## config.mk

```make
export PLATFORM = sky130hd
export DESIGN_NAME = boc_acq_search
export DESIGN_NICKNAME = d
export VERILOG_FILES = /design/src/rtl/boc_acq_search.sv
export SDC_FILE = /design/constraint.sdc
export NUM_CORES = 1
export LEC_CHECK = 0
export CELL_PAD_IN_SITES_DETAIL_PLACEMENT = 1
export CELL_PAD_IN_SITES_GLOBAL_PLACEMENT = 2
export CORE_MARGIN = 8
export CORE_UTILIZATION = 34
export CTS_CLUSTER_SIZE = 8
export DETAILED_ROUTE_END_ITERATION = 8
export PLACE_DENSITY = 0.83
export SLEW_MARGIN = 5
export SYNTH_ARGS = -nofsm -noshare
export SYNTH_HDL_FRONTEND = slang
export SYNTH_SLANG_ARGS = --single-unit
```

## constraint.sdc

```tcl
create_clock -name rx_clk -period 16.33 [get_ports rx_clk]
set_input_delay 4.899 -clock rx_clk [delete_from_list [all_inputs] [get_ports rx_clk]]
set_output_delay 4.899 -clock rx_clk [all_outputs]
set_load 0.03 [all_outputs]
```

## src/rtl/boc_acq_search.sv

```systemverilog
// Code-phase search controller for B1 BOC acquisition: tracks the correlation peak
// across a full code sweep from NCH parallel correlators and applies a detection threshold.
module boc_acq_search #(
  parameter int NCH           = 4,
  parameter int CORR_WIDTH    = 32,
  parameter int PRN_PHS_WIDTH = 12,
  parameter int CODE_LEN      = 4092
) (
  input  logic                      rx_clk,
  input  logic                      rx_rst_n,
  input  logic                      rx_start,
  input  logic [CORR_WIDTH-1:0]     rx_thresh,
  input  logic [NCH*CORR_WIDTH-1:0] rx_corr_acc,
  input  logic [NCH-1:0]            rx_corr_vld,
  output logic                      tx_corr_clr,
  output logic                      tx_busy,
  output logic                      tx_done,
  output logic                      tx_acq_suc,
  output logic [PRN_PHS_WIDTH-1:0]  tx_acq_phs,
  output logic [CORR_WIDTH-1:0]     tx_acq_peak
);

  localparam int CNT_W = PRN_PHS_WIDTH + 1;
  localparam logic [CNT_W-1:0] CODE_LEN_C = CNT_W'(CODE_LEN);

  typedef enum logic [1:0] {
    ST_IDLE,
    ST_SEARCH,
    ST_DONE
  } state_t;

  state_t                   state;
  state_t                   state_nxt;

  logic [CORR_WIDTH-1:0]    thresh_q;
  logic [CORR_WIDTH-1:0]    peak;
  logic [PRN_PHS_WIDTH-1:0] pk_phs;
  logic [CNT_W-1:0]         count;
  logic [PRN_PHS_WIDTH-1:0] ch_phs [NCH];

  logic                     start_acc;
  logic [NCH-1:0]           ch_valid;
  logic [CNT_W-1:0]         n_valid;
  logic [CNT_W-1:0]         count_nxt;
  logic                     cand_found;
  logic [CORR_WIDTH-1:0]    cand;
  logic [PRN_PHS_WIDTH-1:0] cand_phs;
  logic [CORR_WIDTH-1:0]    peak_nxt;
  logic [PRN_PHS_WIDTH-1:0] pk_phs_nxt;
  logic                     sweep_end;

  // Phase advance saturates so a channel that keeps strobing past the end of
  // the code can never wrap back into the valid range.
  function automatic logic [PRN_PHS_WIDTH-1:0] phs_step(input logic [PRN_PHS_WIDTH-1:0] p);
    logic [PRN_PHS_WIDTH:0] s;
    s = {1'b0, p} + (PRN_PHS_WIDTH+1)'(NCH);
    return s[PRN_PHS_WIDTH] ? '1 : s[PRN_PHS_WIDTH-1:0];
  endfunction

  // Per-cycle candidate: ascending scan with strict compare keeps the lowest channel on ties.
  always_comb begin
    ch_valid   = '0;
    n_valid    = '0;
    cand_found = 1'b0;
    cand       = '0;
    cand_phs   = '0;
    for (int i = 0; i < NCH; i++) begin
      ch_valid[i] = rx_corr_vld[i] && (CNT_W'(ch_phs[i]) < CODE_LEN_C);
      if (ch_valid[i]) begin
        n_valid = n_valid + CNT_W'(1);
        if (!cand_found || (rx_corr_acc[i*CORR_WIDTH +: CORR_WIDTH] > cand)) begin
          cand_found = 1'b1;
          cand       = rx_corr_acc[i*CORR_WIDTH +: CORR_WIDTH];
          cand_phs   = ch_phs[i];
        end
      end
    end
  end

  always_comb begin
    start_acc  = rx_start && (state != ST_SEARCH);
    count_nxt  = count + n_valid;
    sweep_end  = (state == ST_SEARCH) && (count_nxt >= CODE_LEN_C);
    peak_nxt   = peak;
    pk_phs_nxt = pk_phs;
    if (cand_found && (cand > peak)) begin
      peak_nxt   = cand;
      pk_phs_nxt = cand_phs;
    end
    state_nxt = state;
    case (state)
      ST_IDLE:   if (start_acc) state_nxt = ST_SEARCH;
      ST_SEARCH: if (sweep_end) state_nxt = ST_DONE;
      ST_DONE:   if (start_acc) state_nxt = ST_SEARCH;
      default:   state_nxt = ST_IDLE;
    endcase
  end

  always_ff @(posedge rx_clk or negedge rx_rst_n) begin
    if (!rx_rst_n) state <= ST_IDLE;
    else           state <= state_nxt;
  end

  assign tx_busy = (state == ST_SEARCH);

  always_ff @(posedge rx_clk or negedge rx_rst_n) begin
    if (!rx_rst_n) begin
      thresh_q    <= '0;
      peak        <= '0;
      pk_phs      <= '0;
      count       <= '0;
      for (int i = 0; i < NCH; i++) ch_phs[i] <= PRN_PHS_WIDTH'(i);
      tx_corr_clr <= 1'b0;
      tx_done     <= 1'b0;
      tx_acq_suc  <= 1'b0;
      tx_acq_phs  <= '0;
      tx_acq_peak <= '0;
    end else begin
      tx_corr_clr <= start_acc;
      tx_done     <= sweep_end;
      if (start_acc) begin
        // pk_phs is cleared too so a sweep that never beats zero reports phase 0
        thresh_q    <= rx_thresh;
        peak        <= '0;
        pk_phs      <= '0;
        count       <= '0;
        for (int i = 0; i < NCH; i++) ch_phs[i] <= PRN_PHS_WIDTH'(i);
        tx_acq_suc  <= 1'b0;
        tx_acq_phs  <= '0;
        tx_acq_peak <= '0;
      end else if (state == ST_SEARCH) begin
        count  <= count_nxt;
        peak   <= peak_nxt;
        pk_phs <= pk_phs_nxt;
        for (int i = 0; i < NCH; i++) begin
          if (rx_corr_vld[i]) ch_phs[i] <= phs_step(ch_phs[i]);
        end
        if (sweep_end) begin
          tx_acq_peak <= peak_nxt;
          tx_acq_phs  <= pk_phs_nxt;
          tx_acq_suc  <= (peak_nxt >= thresh_q);
        end
      end
    end
  end

endmodule

```

==> out/results.txt <==
Final net count: 2387
Drt initial violations: 1263
Static leakage: 8.139 nW
Clock Latency Late Sink: 470 ps
Synth Net Count: 2233
Worst endpoint required time: 16680 ps
Area Growth Syn to Fin: 23.10%
Total iterations of the first detailed-routing run: 7
Mapped Cells: 1894
# rows: 79
Vias after detailed routing: 15844
Worst min path class: reg -> reg
RSZ-0062 raised after global routing: false
Avg Inst Size Synth: 8.347 sq um
MaxCap Viol Count: 0
Port bufs: 214
Vias in the first global route: 16079
Startpoint Class: input pin
CTS tree: yes
Reg-to-Reg Start: ch_phs[38]$_DFFE_PN0P_
Max Freq: 63.04 MHz
Final Hold Viols: 0
Area leader, netlist: dfrtp_1
Root Driver: clkbuf_16
Post-Syn Area: 0.01581 sq mm
First-pass GRT wire length: 93.83 mm
Largest net degree at the start of global routing: 93
Detailed Route WL: 60.70 mm
Crit path top cell by count: ha_1
Final Wtd Congestion: 0.8921
Fin crit share: 97.14%
Post-synth EDFFs: 0
Via density: 5.939
Worst slew margin: 37.38%
Max Slew Vio Count: 0
Cts bufs inserted: 17
Detailed-route wire length per cell: 22.75 um
Final HPWL DP: 46.34 mm
Starting Density: 34.18%
Die Span Y: 231.6 um
Synth top area cells: dfrtp_1 (29%), ha_1 (14%), o21ai_0 (5.8%)
DRC: 0
Crit end category: flop
Post-DRT Antenna Nets: 0
Critical path class: in -> reg
Critical Path Start: rx_corr_vld[0]
Pwr Total: 0.002281 W
Worst Skew: 16.64 ps
Grt total ovfl: 0
Hold Startpoint: count[8]$_DFFE_PN0P_
Slowest stage delay, CP: 550 ps
Synth Register Bits: 184
Final min period: 15860 ps
CTS clk-pin slew, worst paths: 80 ps
Hold WS: 492.9 ps
Max stage delay cell, worst path: clkdlybuf4s50_1
Power per cell area: 117.2 mW/mm^2
Core footprint: 0.04626 sq mm
Outcome: finished, final reports clean
Setup violations, final: 0
Top FF cell, synth: dfrtp_1
CTS Sinks: 184
Die width: 231.6 um
Sequential fraction of the synthesis area: 29.15%
Die area: 0.05366 sq mm
Yosys warns: 0
Most frequent cell after synthesis: nand2_1
H-tree Lvls: 4
Commonest cells in the netlist: nand2_1 (220), o21ai_0 (183), dfrtp_1 (181)
Peak supply drop: 0.00006881 V
Initial antenna violation count: 0
Inserted Diodes: 0
Critical Path AT: 16210 ps
Io pins: 215
CP Max Fanout: 44
Largest buffer count on any clock path: 2
Post-synth top area share: 28.65%
All-Layer GR Usage: 21.92%
Asr flop ratio synth: 100.0%
Yosys cell types: 81
Layout cell share with drive strength beyond 1: 9.558%
Slew @ Worst Pin: 939.3 ps
## per-stage QoR
stage / area, sq um / setup slack (ps) / TNS, ps / instances / utilization (%)
4_1_cts: 19150 / 32.82 / 0 / 2659 / 41.40
3_3_place_gp: 18590 / -213.6 / -213.6 / 2626 / 40.19
5_1_grt: 19460 / 1.481 / 0 / 2668 / 42.07
3_5_place_dp: 18590 / -531.1 / -531.1 / 2626 / 40.19
6_report: 19460 / 466.3 / 0 / 2668 / 42.07
2_1_floorplan: 15810 / 835.7 / 0 / 1894 / -
## worst paths after layout
check / to / slack (ps) / cells past startpoint
max: tx_acq_suc$_DFFE_PN0P_ / 470 / 53
min: count[8]$_DFFE_PN0P_ / 490 / 1
max reg2reg: tx_acq_suc$_DFFE_PN0P_ / 4600 / 53
min reg2reg: count[8]$_DFFE_PN0P_ / 490 / 1
max in group asynchronous: tx_acq_peak[29]$_DFFE_PN0P_ / 9830 / 3
min in group asynchronous: tx_done$_DFF_PN0_ / 4370 / 1
## power by group
group / internal, W / switching (W) / total [W]
sequential: 0.000558 / 0.0000970 / 0.000655
combinational: 0.000479 / 0.000741 / 0.00122
clock: 0.000202 / 0.000203 / 0.000405
total: 0.00124 / 0.00104 / 0.00228
## final cells by class
class	count	area, sq um
Clock inverter	14	113.9
Clock buffer	18	439.2
Timing Repair Buffer	262	2635
Fill cell	5475	26800
Inverter	166	623.1
Multi-Input combinational cell	1417	10280
Sequential cell	184	4608
Tap cell	607	759.5
## critical path, delay by kind of cell
kind | cells | cell delay, ps
AOI/OAI and AO/OA | 28 | 6240
adders and majority gates | 5 | 1430
buffers and inverters | 10 | 2240
and+or+nand+nor | 10 | 1320
## metal layers
layer	vias to the layer above	track usage [%]	part of all wire [%]
met1	7962	31.36	48
met5	-	0	0
met3	73	3.142	4.6
li1	7388	-	-
met2	421	33.68	45
met4	0	6.866	2.2
## placed cells by master (no fill, tap or decap), types with 5 or more instances in the layout
cell type	count
a211oi_1	34
a211oi_2	31
a21o_1	21
a21oi_1	67
a221oi_1	6
a2bb2oi_2	30
a311oi_1	9
a31oi_1	26
a32oi_1	44
and2_1	8
and3_1	15
buf_12	5
buf_4	37
clkbuf_16	19
clkdlybuf4s50_1	213
dfrtp_1	181
ha_1	171
inv_1	165
inv_6	6
nand2_1	218
nand2b_1	7
nand3_1	88
nand4_1	36
nor2_1	98
nor2b_1	10
nor3_1	15
nor3b_1	11
nor4_1	13
o2111a_1	31
o21a_1	6
o21ai_0	182
o21ai_1	24
o21bai_1	33
o221ai_1	31
o221ai_2	12
o32ai_1	30
or3_1	15
xnor2_1	6
## flip-flops by register name, summed over array words and instances (netlist names)
signal       cells
tx_acq_phs      12
thresh_q        32
state            2
tx_done          1
peak            32
tx_acq_peak     32
tx_acq_suc       1
ch_phs          46
pk_phs          12
tx_corr_clr      1
count           13
## cells by family after synthesis
| logic type | after synthesis | synth area share (%) |
|---|---|---|
| adder cells (fa/ha/maj) | 172 | 13.66 |
| multiplexers | 4 | 0.2612 |
| AO/OA/AOI/OAI | 672 | 32.24 |
| flip-flops | 184 | 29.15 |
| other | 1 | 0.02372 |
| XOR/XNOR | 9 | 0.4986 |
| buffers and inverters | 295 | 7.597 |
| AND/OR/NAND/NOR | 557 | 16.57 |
## timing repair
item,4_1_cts,5_1_grt
resized for setup,0,36
endpoints found under the setup margin,1,1
cloned,1,3
hold buffers,0,0
pin swaps,1,4
buffers inserted,0,6
Power figures use the tool's default switching activity.
